$ cat src/rtl/uc_fsm.sv
// rtl/uc_fsm.sv - microc control unit: opcode decode plus RUN/HALT/TRAP sequencing
module uc_fsm (
    input  logic        clk,
    input  logic        reset,
    input  logic [5:0]  Opcode,
    input  logic        z,
    output logic        s_inc,
    output logic        s_inm,
    output logic        we3,
    output logic        wez,
    output logic [2:0]  Op,
    output logic        halted,
    output logic        trap,
    output logic [15:0] ret_cnt
);

    localparam logic [5:0] OP_LI   = 6'b010000;
    localparam logic [5:0] OP_J    = 6'b010001;
    localparam logic [5:0] OP_JZ   = 6'b010010;
    localparam logic [5:0] OP_JNZ  = 6'b010011;
    localparam logic [5:0] OP_HALT = 6'b011111;

    typedef enum logic [1:0] {
        RUN  = 2'd0,
        HALT = 2'd1,
        TRAP = 2'd2
    } state_t;

    state_t state;
    logic   is_alu;
    logic   legal;
    logic   decode_en;

    assign is_alu    = (Opcode[5:4] == 2'b00);
    assign legal     = is_alu || (Opcode == OP_LI) || (Opcode == OP_J) ||
                       (Opcode == OP_JZ) || (Opcode == OP_JNZ) || (Opcode == OP_HALT);
    // During reset the datapath is frozen anyway, so decode behaves as in RUN.
    assign decode_en = (state == RUN) || reset;

    always_comb begin
        s_inc = 1'b0;
        s_inm = 1'b0;
        we3   = 1'b0;
        wez   = 1'b0;
        Op    = 3'b000;
        if (decode_en) begin
            if (is_alu) begin
                Op    = Opcode[2:0];
                s_inc = 1'b1;
                we3   = 1'b1;
                wez   = 1'b1;
            end else begin
                case (Opcode)
                    OP_LI: begin
                        s_inc = 1'b1;
                        s_inm = 1'b1;
                        we3   = 1'b1;
                    end
                    OP_JZ:   s_inc = ~z;
                    OP_JNZ:  s_inc = z;
                    default: s_inc = 1'b0;
                endcase
            end
        end
    end

    always_ff @(posedge clk) begin
        if (reset) begin
            state   <= RUN;
            halted  <= 1'b0;
            trap    <= 1'b0;
            ret_cnt <= 16'h0000;
        end else begin
            case (state)
                RUN: begin
                    if (legal && (ret_cnt != 16'hFFFF))
                        ret_cnt <= ret_cnt + 16'd1;
                    if (Opcode == OP_HALT) begin
                        state  <= HALT;
                        halted <= 1'b1;
                    end else if (!legal) begin
                        state <= TRAP;
                        trap  <= 1'b1;
                    end
                end
                HALT:    state <= HALT;
                TRAP:    state <= TRAP;
                default: begin
                    state  <= TRAP;
                    trap   <= 1'b1;
                    halted <= 1'b0;
                end
            endcase
        end
    end

endmodule

$ cat config.mk
export PLATFORM = sky130hd
export DESIGN_NAME = uc_fsm
export DESIGN_NICKNAME = d
export VERILOG_FILES = /design/src/rtl/uc_fsm.sv
export SDC_FILE = /design/constraint.sdc
export NUM_CORES = 1
export LEC_CHECK = 0
export CORE_MARGIN = 4
export CORE_UTILIZATION = 45
export CTS_BUF_LIST = sky130_fd_sc_hd__clkbuf_4
export DETAILED_ROUTE_END_ITERATION = 6
export GPL_TIMING_DRIVEN = 0
export PLACE_DENSITY = 0.8
export SLEW_MARGIN = 20
export SYNTH_ARGS = -nofsm -noshare
export SYNTH_HDL_FRONTEND = slang
export SYNTH_SLANG_ARGS = --single-unit
$ cat constraint.sdc
create_clock -name clk -period 2.9 [get_ports clk]
set_input_delay 0.435 -clock clk [delete_from_list [all_inputs] [get_ports clk]]
set_output_delay 0.435 -clock clk [all_outputs]
set_load 0.01 [all_outputs]
==> results.toml, run 1 <==
[critical_path]
cp_max_fo = 5
r2r-start = "ret_cnt[0]"
crit_chain = "clkdlybuf4s50_1 -> o21bai_2 -> or4b_2 -> nor3_2 -> or2_2 -> dlygate4sd2_1"
crit_start = "Opcode[5]"
r2r_cells = 6
cp.required_ns = 2.47
crit_family = "simple AND/OR/NAND/NOR gates"
regToRegSetupSlack_ns = 0.96
reg2reg_to = "ret_cnt[13]"
crit_path_max_incr_delay_ns = 0.65
crit_type = "in2out"
setup.worst_path.start_class = "input pin"
path_depth = 6
endpoint_kind = "output pin"
crit_end = "we3"
worst-endpoint-arrival_ns = 2.30
slowest_stage = "or4b_2"
critPathBufInv = 2

[grt]
grt_start_max_net_pins = 11
grt_usage_pct = 19.8
gr-total-overflow = 0
grt_antenna_before_repair = 0
grt_pass1_wl_mm = 5.40
grt_pass1_vias = 1177

[pwr]
pwr_density_cell_nw_per_um2 = 309
pwr-share-comb_pct = 15.7
internal_power_uw = 365
irDropWorstVdd_uv = 275
sw_frac_of_total_pct = 25.4
p_seq_share_pct = 57.9
leakagePower_uw = 0.000544
power.switching_uw = 124
power_uw = 489
clkPwrFrac_pct = 26.4

[synth]
synth_seq_cells = 20
netlist_instances = 138
yosys-top-cells-area = "dfxtp_1, a21oi_1, o31ai_1"
ys_warn_count = 0
synth_top_area_share_pct = 33.7
ys_seq_area_share_pct = 33.7
synthesis.area_um2 = 1190
synth_area_per_cell_um2 = 8.61
synth.largest_area_cell = "dfxtp_1"
synthesis.nets = 150
synth_cell_types = 41

[flow_run]
cap_violations = 0

[sta]
finalMaxSlewViolations = 0
relSlewSlack_pct = 68.3
max_freq_mhz = 366
hold_viol_final = 0
finalClockSkew_ns = 0.00310
tightest_slew_ns = 0.476
finalCritPeriodShare_pct = 94.2
setup_violations = 0
final.min_clock_period_ns = 2.73
fin_ws_ns = 0.168
fin_tns_setup_ns = 0
rsz0062_at_grt = "false"

[placement]
port_buffers = 33
gp_congestion = 0.807
place_ws_ns = -0.206
place_hpwl_mm = 2.47
place_inst = 201
place_area_um2 = 1560

[drt]
finalWirelength_mm = 3.26
vias_per_cell = 5.99
vias = 1221
drc = 0
drtAntennaViolNets = 0
drtIter0Drc = 72
wl_per_cell_um = 16.0
dr.pass1.iters = 4

[floorplan]
dieArea_um2 = 3530
coreArea_um2 = 2500
die-width_um = 59.4
ioPinCount = 34
die_height_um = 59.4
core.rowCount = 18
initial_core_util_pct = 47.5

[clock_network]
cts_sinks = 20
cts_buffers = 3
path_clk_slew_ns = 0.10
clk_latency_ns = 0.29
clockBufferDepth = 2
cts_tree = "built"
cts_root_buf = "clkbuf_4"
cts.htree.levels = 1

[min_path]
min_path_type = "reg2reg"

[final_layout]
drive_above_1_share_pct = 11.5
n_antenna_cell = 0
nNetsFinal = 188
final_common_cell = "clkdlybuf4s50_1"
final_cells = 204
final_cell_mix = "clkdlybuf4s50_1, dfxtp_1, a21oi_1"
n_fill_cell = 234
syn_to_final_growth_pct = 33.4
fin_area_um2 = 1590

[outcome]
outcome = "complete, no violations"
per-layer routing:
metal  track usage, %  part of all wire [%]  up-vias
met2             34.3                    49       46
met1             25.5                    43      576
met4             5.83                  0.86        0
met5                0                     0        -
met3             2.40                   7.1        4
li1                 -                     -      595
kinds of logic after synthesis:
logic type | synth area share (%)
buffers and inverters | 6.00
multiplexers | 2.84
flip-flops | 33.7
XOR/XNOR | 0.737
AND/OR/NAND/NOR | 34.9
AO/OA/AOI/OAI | 18.6
adder cells (fa/ha/maj) | 3.16
synthesized netlist by cell type:
master / count
clkbuf_1: 3
ha_1: 3
a21o_1: 1
or2_2: 1
a31oi_1: 2
o21a_1: 2
xnor2_1: 1
a41oi_1: 1
nand2_1: 7
dfxtp_1: 20
nor3_1: 9
a211oi_1: 3
or4_2: 1
or3_4: 1
nand3b_1: 1
a21oi_1: 13
or4_1: 6
nor2_1: 7
nand4_4: 1
and2_1: 5
and4_2: 1
mux2_2: 1
or3_2: 1
o21ai_0: 3
nor4_4: 1
or4b_2: 1
inv_1: 7
o31ai_1: 7
nor4_2: 2
or3_1: 2
buf_6: 3
a211o_1: 1
nand2b_1: 1
nor2b_1: 4
o21bai_1: 1
mux2_1: 2
o22ai_1: 1
nor4_1: 1
nand4_1: 6
nor3b_1: 2
nand3_1: 2
metrics by stage:
stage | util, % | hold slack (ns)
global route | 63.4 | 0.497
global placement | 62.3 | 0.453
CTS | 63.4 | 0.482
floorplan | - | 0.502
detailed placement | 62.3 | 0.456
finish | 63.4 | 0.481
cell type report:
cell class              count  area, µm²  share of cell area [%]
plain buffers               6       45.0                    2.84
flip-flops and latches     20        400                    25.3
inverters                   7       26.3                    1.66
well taps                  30       37.5                    2.37
repair buffers             33        325                    20.5
clock buffers               3       22.5                    1.42
multi-input cells         105        728                    45.9
power groups by stage:
stage | clock (µW) | combinational, µW | sequential (µW)
3_5_place_dp | 0 | 76.6 | 290
5_1_grt | 148 | 83.8 | 284
6_report | 129 | 76.7 | 284
2_1_floorplan | 0 | 36.1 | 291
4_1_cts | 134 | 77.1 | 284
3_3_place_gp | 0 | 74.1 | 290
sequential cells by signal, indices dropped and copies added (netlist names):
| signal | flops |
|---|---|
| trap | 1 |
| ret_cnt | 16 |
| halted | 1 |
| state | 2 |
tightest hold or removal path: cells and delay by family, from the launching register on:
kind / cells / cell delay (ns)
flip-flops: 1 / 0.34
AND/OR/NAND/NOR: 1 / 0.07
AO/OA/AOI/OAI: 1 / 0.04
worst min path at each step:
stage | startpoint | endpoint | slack, ns | cells after the start
6_report | trap | trap | 0.48 | 2
5_1_grt | trap | trap | 0.50 | 2
4_1_cts | trap | trap | 0.48 | 2
3_5_place_dp | trap | trap | 0.46 | 2
2_1_floorplan | trap | trap | 0.50 | 2
3_3_place_gp | trap | trap | 0.45 | 2
timing repair:
action | CTS | global route
endpoints found under the setup margin | 3 | 0
gates resized for setup | 7 | 0
endpoints found under the hold margin | 0 | 0
hold buffers | 0 | 0
buffers inserted | 0 | 0
Power figures use the tool's default switching activity.
==> run 2, diff against run 1 <==
--- a/config.mk
+++ b/config.mk
@@ -11,6 +11,7 @@
 export DETAILED_ROUTE_END_ITERATION = 6
 export GPL_TIMING_DRIVEN = 0
 export PLACE_DENSITY = 0.8
+export SETUP_SLACK_MARGIN = 0.1
 export SLEW_MARGIN = 20
 export SYNTH_ARGS = -nofsm -noshare
 export SYNTH_HDL_FRONTEND = slang
==> run 2 against run 1 <==
Net effect: die area is the same; sequential share of layout area shrank 0.20 points; via count grew 1.4%; clock power is essentially flat; critical endpoint unchanged.
==> results.toml, run 2 (synthesized netlist as in run 1, its figures left out) <==
[outcome]
outcome = "complete, no violations"

[final_layout]
fin_util_pct = 63.9
final-seq-area_um2 = 400
n_fill_cell = 233
multi_input_area_um2 = 738
top_regs = "ret_cnt (16), state (2)"
largest_reg_flops = 16
drive_above_1_share_pct = 11.5
n_antenna_cell = 0
final_common_cell = "clkdlybuf4s50_1"
syn_to_final_growth_pct = 34.4
final_cell_mix = "clkdlybuf4s50_1, dfxtp_1, a21oi_1"
nNetsFinal = 188
fin_area_um2 = 1600
top_register = "ret_cnt"

[drt]
drc = 0
vias = 1238
drtAntennaViolNets = 0
dr.pass1.iters = 4
vias_per_cell = 6.07
wl_per_cell_um = 16.0
finalWirelength_mm = 3.27
drtIter0Drc = 60

[clock_network]
clk_latency_ns = 0.29
cts.htree.levels = 1
path_clk_slew_ns = 0.10
cts_sinks = 20
postCtsHoldBufs = 0
postCtsSetupRepairBufs = 0
clockBufferDepth = 2
cts_root_buf = "clkbuf_4"
cts_tree = "built"
cts_buffers = 3

[sta]
max_freq_mhz = 375
hold_viol_final = 0
finalMaxSlewViolations = 0
tightest_slew_ns = 0.473
finalCritPeriodShare_pct = 92.0
finalClockSkew_ns = 0.00365
fin_ws_ns = 0.231
setup_violations = 0
relSlewSlack_pct = 68.5
final.min_clock_period_ns = 2.67
rsz0062_at_grt = "false"

[pwr]
power.switching_uw = 125
power_uw = 492
irDropWorstVdd_uv = 275
pwr-share-comb_pct = 16.1
pwr_density_cell_nw_per_um2 = 308
p_seq_share_pct = 57.6
leakagePower_uw = 0.000554
internal_power_uw = 367
sw_frac_of_total_pct = 25.4
clkPwrFrac_pct = 26.3

[placement]
place_ws_ns = -0.206
place_area_um2 = 1560
place_hpwl_mm = 2.47
gp_congestion = 0.807
port_buffers = 33

[critical_path]
setup.worst_path.start_class = "flip-flop"
endpoint_kind = "output pin"
cp.required_ns = 2.47
worst-endpoint-arrival_ns = 2.23
cp_max_fo = 6
crit_type = "reg2out"

[floorplan]
die-width_um = 59.4
initial_core_util_pct = 47.5
die_height_um = 59.4
core.rowCount = 18
dieArea_um2 = 3530
coreArea_um2 = 2500
ioPinCount = 34

[grt]
grt_antenna_before_repair = 0
grt_pass1_vias = 1177
gr-total-overflow = 0
grt_usage_pct = 19.8
grt_start_max_net_pins = 11
grt_pass1_wl_mm = 5.40

[min_path]
min_path_type = "reg2reg"

[flow_run]
cap_violations = 0
[run 2: critical path: stages (launching register included)]
cell	delay [ns]
dfxtp_1	0.34
inv_1	0.10
ha_4	0.18
o21bai_2	0.09
or4b_2	0.65
nor3_2	0.21
or2_2	0.12
dlygate4sd2_1	0.25
[run 2: worst paths after layout]
path	from	to	slack (ns)	cells after the start
setup / recovery	state[0]	we3	0.23	7
hold reg to reg	trap	trap	0.48	2
setup reg to reg	ret_cnt[0]	ret_cnt[13]	0.97	6
hold / removal	trap	trap	0.48	2
[run 2: layout make-up]
class / instances / area share, %
multi-input combinational: 105 / 46.2
sequential: 20 / 25.1
timing repair buffer: 33 / 20.5
buffer: 6 / 2.82
tap: 30 / 2.35
inverter: 7 / 1.64
clock buffer: 3 / 1.41
[run 2: through the flow]
stage	std cells	hold slack [ns]	setup TNS (ns)
2_1_floorplan	138	0.502	0
3_3_place_gp	201	0.453	-0.307
3_5_place_dp	201	0.456	-0.390
4_1_cts	204	0.482	0
5_1_grt	204	0.497	0
6_report	204	0.481	0
[run 2: metal layers]
metal  vias up  GRT usage (%)  wire length [µm]
li1        596              -                 -
met1       590           25.5              1370
met2        46           34.3              1630
met3         6           2.40               243
met4         0           5.83                31
met5         -              0                 0
[run 2: what timing repair did]
action,CTS,global route
setup endpoints to repair,3,1
pin swaps,0,1
resized for setup,7,2
[run 2: power by group through the flow]
| stage | Combinational, µW | Sequential, µW | Clock, µW |
|---|---|---|---|
| floorplan | 36.1 | 291 | 0 |
| global placement | 74.1 | 290 | 0 |
| detailed placement | 76.6 | 290 | 0 |
| CTS | 77.1 | 284 | 134 |
| global route | 87.7 | 284 | 148 |
| finish | 79.3 | 284 | 129 |
